$ cat src/rtl/sha256_pkg.sv
// sha256_pkg: SHA-256 constants, state encoding, shared types and round functions.
package sha256_pkg;
  typedef logic [0:7][31:0] hv_t;
  typedef logic [0:15][31:0] wb_t;
  typedef enum logic [1:0] {S_IDLE, S_ROUND, S_FINAL} state_t;
  localparam hv_t IV = {32'h6a09e667, 32'hbb67ae85, 32'h3c6ef372, 32'ha54ff53a,
                        32'h510e527f, 32'h9b05688c, 32'h1f83d9ab, 32'h5be0cd19};
  localparam logic [31:0] K [0:63] = '{
    32'h428a2f98, 32'h71374491, 32'hb5c0fbcf, 32'he9b5dba5, 32'h3956c25b, 32'h59f111f1, 32'h923f82a4, 32'hab1c5ed5,
    32'hd807aa98, 32'h12835b01, 32'h243185be, 32'h550c7dc3, 32'h72be5d74, 32'h80deb1fe, 32'h9bdc06a7, 32'hc19bf174,
    32'he49b69c1, 32'hefbe4786, 32'h0fc19dc6, 32'h240ca1cc, 32'h2de92c6f, 32'h4a7484aa, 32'h5cb0a9dc, 32'h76f988da,
    32'h983e5152, 32'ha831c66d, 32'hb00327c8, 32'hbf597fc7, 32'hc6e00bf3, 32'hd5a79147, 32'h06ca6351, 32'h14292967,
    32'h27b70a85, 32'h2e1b2138, 32'h4d2c6dfc, 32'h53380d13, 32'h650a7354, 32'h766a0abb, 32'h81c2c92e, 32'h92722c85,
    32'ha2bfe8a1, 32'ha81a664b, 32'hc24b8b70, 32'hc76c51a3, 32'hd192e819, 32'hd6990624, 32'hf40e3585, 32'h106aa070,
    32'h19a4c116, 32'h1e376c08, 32'h2748774c, 32'h34b0bcb5, 32'h391c0cb3, 32'h4ed8aa4a, 32'h5b9cca4f, 32'h682e6ff3,
    32'h748f82ee, 32'h78a5636f, 32'h84c87814, 32'h8cc70208, 32'h90befffa, 32'ha4506ceb, 32'hbef9a3f7, 32'hc67178f2};
  function automatic logic [31:0] rotr(input logic [31:0] x, input int n);
    return (x >> n) | (x << (32 - n));
  endfunction
  function automatic logic [31:0] bsig0(input logic [31:0] x);
    return rotr(x, 2) ^ rotr(x, 13) ^ rotr(x, 22);
  endfunction
  function automatic logic [31:0] bsig1(input logic [31:0] x);
    return rotr(x, 6) ^ rotr(x, 11) ^ rotr(x, 25);
  endfunction
  function automatic logic [31:0] ssig0(input logic [31:0] x);
    return rotr(x, 7) ^ rotr(x, 18) ^ (x >> 3);
  endfunction
  function automatic logic [31:0] ssig1(input logic [31:0] x);
    return rotr(x, 17) ^ rotr(x, 19) ^ (x >> 10);
  endfunction
  function automatic logic [31:0] ch(input logic [31:0] e, input logic [31:0] f, input logic [31:0] g);
    return (e & f) ^ (~e & g);
  endfunction
  function automatic logic [31:0] maj(input logic [31:0] a, input logic [31:0] b, input logic [31:0] c);
    return (a & b) ^ (a & c) ^ (b & c);
  endfunction
endpackage

$ cat src/rtl/sha256_round.sv
// sha256_round: one combinational SHA-256 round over working words a..h (index 0..7).
module sha256_round
  import sha256_pkg::*;
(
  input  hv_t         s_i,
  input  logic [31:0] k_i,
  input  logic [31:0] w_i,
  output hv_t         s_o
);
  logic [31:0] t1, t2;
  assign t1 = s_i[7] + bsig1(s_i[4]) + ch(s_i[4], s_i[5], s_i[6]) + k_i + w_i;
  assign t2 = bsig0(s_i[0]) + maj(s_i[0], s_i[1], s_i[2]);
  assign s_o = {t1 + t2, s_i[0], s_i[1], s_i[2], s_i[3] + t1, s_i[4], s_i[5], s_i[6]};
endmodule

$ cat src/rtl/sha256_compress_iter.sv
// sha256_compress_iter: iterative SHA-256 block compression, ROUNDS_PER_CYCLE rounds per clock.
module sha256_compress_iter
  import sha256_pkg::*;
#(
  parameter int ROUNDS_PER_CYCLE = 1
) (
  input  logic         clock,
  input  logic         reset,
  input  logic         start,
  input  logic         use_iv,
  input  logic [255:0] prev_hash,
  input  logic [511:0] block,
  output logic         ready,
  output logic         hash_complete,
  output logic [255:0] updated_hash
);
  localparam logic [5:0] STEP = 6'(ROUNDS_PER_CYCLE);
  localparam logic [5:0] LAST = 6'(64 - ROUNDS_PER_CYCLE);
  state_t state_q, state_d;
  logic [5:0] cnt_q, cnt_d;
  logic done_q, done_d;
  hv_t hash_q, hash_d, h_q, h_d, s_q, s_d, cv;
  wb_t w_q, w_d;
  hv_t s_chain [0:ROUNDS_PER_CYCLE];
  wb_t w_chain [0:ROUNDS_PER_CYCLE];
  assign s_chain[0] = s_q;
  assign w_chain[0] = w_q;
  // Round chain and schedule window advance together, one word per round.
  for (genvar r = 0; r < ROUNDS_PER_CYCLE; r++) begin : g_r
    sha256_round u_round (
      .s_i(s_chain[r]),
      .k_i(K[cnt_q + 6'(r)]),
      .w_i(w_chain[r][0]),
      .s_o(s_chain[r+1])
    );
    assign w_chain[r+1] = {w_chain[r][1:15],
      ssig1(w_chain[r][14]) + w_chain[r][9] + ssig0(w_chain[r][1]) + w_chain[r][0]};
  end
  assign cv = use_iv ? IV : hv_t'(prev_hash);
  assign ready = state_q == S_IDLE;
  assign hash_complete = done_q;
  assign updated_hash = hash_q;
  always_comb begin
    state_d = state_q;
    cnt_d = cnt_q;
    done_d = 1'b0;
    hash_d = hash_q;
    h_d = h_q;
    s_d = s_q;
    w_d = w_q;
    case (state_q)
      S_IDLE: if (start) begin
        h_d = cv;
        s_d = cv;
        w_d = wb_t'(block);
        cnt_d = '0;
        state_d = S_ROUND;
      end
      S_ROUND: begin
        s_d = s_chain[ROUNDS_PER_CYCLE];
        w_d = w_chain[ROUNDS_PER_CYCLE];
        cnt_d = cnt_q + STEP;
        state_d = (cnt_q == LAST) ? S_FINAL : S_ROUND;
      end
      S_FINAL: begin
        for (int i = 0; i < 8; i++) hash_d[i] = h_q[i] + s_q[i];
        done_d = 1'b1;
        state_d = S_IDLE;
      end
      default: state_d = S_IDLE;
    endcase
  end
  always_ff @(posedge clock) begin
    if (reset) begin
      state_q <= S_IDLE;
      cnt_q <= '0;
      done_q <= 1'b0;
      hash_q <= '0;
      h_q <= '0;
      s_q <= '0;
      w_q <= '0;
    end else begin
      state_q <= state_d;
      cnt_q <= cnt_d;
      done_q <= done_d;
      hash_q <= hash_d;
      h_q <= h_d;
      s_q <= s_d;
      w_q <= w_d;
    end
  end
endmodule

$ cat config.mk
export PLATFORM = sky130hd
export DESIGN_NAME = sha256_compress_iter
export DESIGN_NICKNAME = d
export VERILOG_FILES = /design/src/rtl/sha256_pkg.sv /design/src/rtl/sha256_round.sv /design/src/rtl/sha256_compress_iter.sv
export SDC_FILE = /design/constraint.sdc
export NUM_CORES = 2
export LEC_CHECK = 0
export BUFFER_PORTS_ARGS = -buffer_cell sky130_fd_sc_hd__buf_4
export CORE_ASPECT_RATIO = 1.2
export CORE_MARGIN = 2
export CORE_UTILIZATION = 50
export CTS_BUF_LIST = sky130_fd_sc_hd__clkbuf_4 sky130_fd_sc_hd__clkbuf_8
export DETAILED_ROUTE_END_ITERATION = 10
export HOLD_SLACK_MARGIN = 0.02
export PLACE_DENSITY = 0.8
export SYNTH_ARGS = -nofsm -noshare
export SYNTH_HDL_FRONTEND = slang
export SYNTH_HIERARCHICAL = 1
export SYNTH_SLANG_ARGS = --single-unit
export TNS_END_PERCENT = 1
$ cat constraint.sdc
create_clock -name clock -period 24 [get_ports clock]
set_input_delay 4.8 -clock clock [delete_from_list [all_inputs] [get_ports clock]]
set_output_delay 4.8 -clock clock [all_outputs]
set_load 0.05 [all_outputs]
---- Word level (Yosys, flattened, before mapping) ----
Memories as Yosys holds them, arrays and structs flattened.
Index checks and enable logic that the tools add are counted.
word-level totals
  bits in registers ....................... 1289
  bits in read-only memories .............. 2048
  input port bits ......................... 772
  output and inout port bits .............. 258
  word-level logic and storage cells ...... 113
  memories kept ........................... 1
memory list
  memory           depth  width  rd ports  clocked after Yosys merged registers in  write ports  line                        text
  (no name shown)  64     32     1         0                                        0            sha256_compress_iter.sv:32  .k_i(K[cnt_q + 6'(r)]),
cells by class
  add/subtract/negate cells ............... 19
  magnitude comparators ................... 1
  eq/ne operators ......................... 4
  mux-type cells .......................... 13
  bitwise operators ....................... 28
  reduce and logical (&&, ||, !) cells .... 4
operator list
  kind                                                      count
  512-bit one-hot mux with 2 select lines                   1
  32-bit adder                                              18
  256-bit 2-to-1 mux                                        2
  512-bit 2-to-1 mux                                        1
  256-bit one-hot mux with 2 select lines                   1
  32-bit XOR                                                9
  32-bit bitwise AND                                        5
  32-bit 2-to-1 mux                                         2
  32-bit NOT                                                1
  10-bit by 32-bit OR with 32-bit output                    1
  13-bit by 32-bit OR with 32-bit output                    1
  14-bit by 32-bit OR with 32-bit output                    1
  15-bit by 32-bit OR with 32-bit output                    1
  19-bit by 32-bit OR with 32-bit output                    1
  21-bit by 32-bit OR with 32-bit output                    1
  25-bit by 32-bit OR with 32-bit output                    1
  26-bit by 32-bit OR with 32-bit output                    1
  30-bit by 32-bit OR with 32-bit output                    1
  7-bit by 32-bit OR with 32-bit output                     1
  32-bit by 22-bit XOR with 32-bit output                   1
  32-bit by 29-bit XOR with 32-bit output                   1
  6-bit one-hot mux with 2 select lines                     1
  7-bit greater-or-equal comparator, second input constant  1
  6-bit NOT with 7-bit output                               1
  other kinds (12)                                          14

---- Longest topological paths before layout ----
  word-level depth ........................ 9
  mapped depth ............................ 41
  gate-level depth less buffers ........... 40

---- By module ----
The synthesis kept the hierarchy.
modules (own cells, without submodules)
  module                times used  cells an instance  area an instance (µm²)  seq. area each (µm²)
  sha256_compress_iter  1           9180               70624.0                 25804.7
  sha256_round          1           1332               10960.5                 0.0

---- Worst setup path after synthesis ----
Ideal clock, no wire load.
  path kind ............................... reg2reg
  from .................................... register cnt_q[1]
  to ...................................... register s_q, in the netlist s_chain[508]
  library setup time ...................... 0.132 ns
  arrival time ............................ 8.768 ns
  data required time ...................... 23.868 ns
  path slack .............................. 15.100 ns
  stages on the path, launching flop included .. 42
  buffers on the path ..................... 2
  clock period less this slack ............ 8.900 ns
  path through ............................ dfxtp_1 clkbuf_1 inv_1 ha_1 clkbuf_1 nand2_1 a21oi_1 a21oi_1 o21ai_0 nand2_1 o21ai_0 inv_1 fa_1 fa_1 inv_1 fa_1 ha_1 fa_1 [... 6 more ...] a21o_1 a21oi_1 xnor2_1 inv_1 fa_1 inv_1 ha_1 a21oi_1 o211ai_1 a221oi_2 o21ai_1 or4_4 a41oi_4 o21bai_2 a21oi_2 xnor2_1 a211oi_1 nor3_1
RTL lines
  element                 line                        text
  start, declared         sha256_compress_iter.sv:20  logic [5:0] cnt_q, cnt_d;
  start signal, assigned  sha256_compress_iter.sv:84  cnt_q <= cnt_d;
  end signal, assigned    sha256_compress_iter.sv:80  s_q <= '0;
  end signal, assigned    sha256_compress_iter.sv:88  s_q <= s_d;
  end, declared           sha256_compress_iter.sv:22  hv_t hash_q, hash_d, h_q, h_d, s_q, s_d, cv;

==> flow_metrics.tcl <==
set metrics [dict create \
    status "finished clean" \
    synth_top_area_share 0.316 \
    vias_per_cell 6.16 \
    drv_cap 0 \
    rows 162 \
    period_minus_slack_ns 10.93 \
    fillCellCount 15100 \
    ys.flop_type "dfxtp_1" \
    routed_wl_mm 346 \
    dieArea_um2 166000 \
    min_path_type "flop to flop" \
    track_usage 0.397 \
    setup_viol 0 \
    cp_top_family "compound AO/OA/AOI/OAI gates" \
    yosys_warnings 6 \
    core-area_um2 162000 \
    critPathMostFrequentCell "fa_1" \
    grt_pass1_vias 76400 \
    design_area_um2 93000 \
    final_hold_viol_count 0 \
    clock_skew_ns 0.0753 \
    drive_gt1_frac 0.144 \
    fin_nets 12200 \
    ys_seq_elements 1289 \
    post_drt_wl_per_cell_um 26.3 \
    setup_tns_ns 0 \
    clkLatencyLatePin_ns 1.01 \
    fin_util 0.574 \
    ios 1030 \
    critPathKind "flop to flop" \
    async_flop_share 0 \
    drc 0 \
    synth-edff-count 0 \
    grt_pass1_wl_mm 497 \
    drt_iter0_markers 8966 \
    drv_slew 0 \
    post-route-period-util 0.456 \
    post-place-cells 12800 \
    dieHeight_um 446 \
    cts_buffers 207 \
    grt_max_degree 243 \
    htreeDepth 4 \
    syn_to_final_growth_pct 14.1 \
    clock_path_buffers 3 \
    crit_path_start_kind "flop" \
    antenna_found_initial 21 \
    required_ns 24.91 \
    mappedNetlistNets 11900 \
    cts_root_buf "clkbuf_8" \
    tightest_slew_ns 1.15 \
    holdWs_ns 0.451 \
    post_dp_cell_area_um2 88300 \
    ys_seq_area_frac 0.316 \
    netlist_instances 10500 \
    relSlewSlack 0.232 \
    cp_num_buf_inv 6 \
    fmax_mhz 91.5 \
    slowest_stage "ha_1" \
    cts_resized 0 \
    finalWeightedCongestion 0.990 \
    yosysTopAreaCell "dfxtp_1" \
    power_leakage_nw 39.5 \
    end_kind "flop" \
    drt_first_pass_iters 8 \
    io_buffer_count 1029 \
    path_max_fanout 30 \
    die_x_um 373 \
    rsz0062_at_grt "no" \
    start_util 0.503 \
    arrival_ns 11.84 \
    slowest_delay_ns 0.82 \
    ant_nets 0 \
    synth_area_leaders "dfxtp_1 (32%), nand2_1 (8.8%), ha_1 (6.0%)" \
    avgSynthCellArea_um2 7.76 \
    place_hpwl_mm 265 \
    hold_buffers 0 \
    fin_cells 13200 \
    num_vias 81000 \
    power_density_nw_per_um2 169 \
    gr-total-overflow 0 \
    synthDistinctLibCells 100 \
    cts_tree "done" \
    cts.sinks 1289 \
    netlist_area_um2 81600 \
    clkSlewWorstSetupHoldPaths_ns 0.07 \
    post-cts-setup-buffers 0 \
    ir_worst_vdd_uv 231 \
]
-- synth_stat cells, types with 208 or more instances --
| master | instances |
|---|---|
| a21oi_1 | 787 |
| inv_1 | 418 |
| ha_1 | 389 |
| clkbuf_1 | 727 |
| a21o_1 | 232 |
| a211oi_1 | 357 |
| nor2_1 | 1113 |
| o21ai_0 | 326 |
| a311oi_1 | 496 |
| xor2_1 | 208 |
| nand2_1 | 1913 |
| dfxtp_1 | 1289 |
| xnor2_1 | 358 |
-- area by class of cell --
type	count	area, um^2	area share
antenna	19	47.5	0.000511
inverter	420	1580	0.0169
timing repair buffer	1120	8470	0.0911
multi-input combinational	7808	49800	0.535
clock buffer	311	3890	0.0418
clock inverter	55	774	0.00832
sequential	1289	25800	0.277
tap	2132	2670	0.0287
-- cells by family (layout without fill, tap and decap cells) --
| group | count (synthesis) | count (layout) | synth area share |
|---|---|---|---|
| other | 0 | 19 | 0 |
| AO/OA/AOI/OAI | 2767 | 2767 | 0.231 |
| flip-flops | 1289 | 1289 | 0.316 |
| XOR/XNOR | 567 | 567 | 0.0610 |
| multiplexers | 48 | 48 | 0.00727 |
| buffers and inverters | 1415 | 1906 | 0.0741 |
| adder cells (fa/ha/maj) | 586 | 586 | 0.108 |
| AND/OR/NAND/NOR | 3840 | 3840 | 0.202 |
-- path summary, 6_finish.rpt --
path	start	endpoint	slack, ns	depth (start not counted)
max	cnt_q[0]	s_chain[510]	13.07	38
min	updated_hash[126]	updated_hash[126]	0.45	2
max reg2reg	cnt_q[0]	s_chain[510]	13.07	38
min reg2reg	updated_hash[126]	updated_hash[126]	0.45	2
-- layout by cell type (no fill, tap or decap), types with 46 or more instances in the layout --
cell type	count
a211oi_1	357
nor2_1	1111
a311oi_1	496
nor3b_1	130
o21ai_0	326
xor2_1	208
a21oi_1	787
clkbuf_8	248
fa_1	195
nand4_1	46
clkbuf_4	63
a21o_1	232
o211ai_1	171
dfxtp_1	1286
nand2b_1	59
nand3b_1	133
nor3_1	175
nand3_1	90
ha_1	389
o21bai_1	47
xnor2_1	358
buf_4	1114
inv_1	417
o21a_1	55
nand2_1	1911
a31oi_1	46
-- layer usage --
| layer | wire length (um) | vias to the layer above | part of all wire | global-route usage |
|---|---|---|---|---|
| li1 | - | 37100 | - | - |
| met1 | 128000 | 38600 | 0.37 | 0.468 |
| met2 | 159000 | 4197 | 0.46 | 0.648 |
| met3 | 28700 | 1034 | 0.083 | 0.0697 |
| met4 | 30100 | 4 | 0.087 | 0.300 |
| met5 | 31 | - | 0.000090 | 0 |
-- tightest hold or removal path: cells and delay by family (launching register included) --
kind	cells	cell delay, ns
compound gates	1	0.05
flops	1	0.31
simple gates	1	0.05
-- report_power, final --
group          internal (mW)  switching [mW]
sequential              2.35           0.405
combinational           4.17            6.68
clock                   1.17           0.988
-- metrics by stage --
step	power (mW)	worst slack, ns
final	15.8	13.07
after global placement	13.4	13.25
after floorplan	10.2	15.10
after detailed placement	13.4	13.32
after CTS	15.6	13.26
after global routing	16.7	12.49
-- registers in the layout (all words and copies together), names as in the netlist --
signal	cells
w_chain	512
state_q	2
s_chain	256
cnt_q	6
hash_complete	1
updated_hash	256
h_q	256
Note: power is estimated with default switching activity, not from simulation.
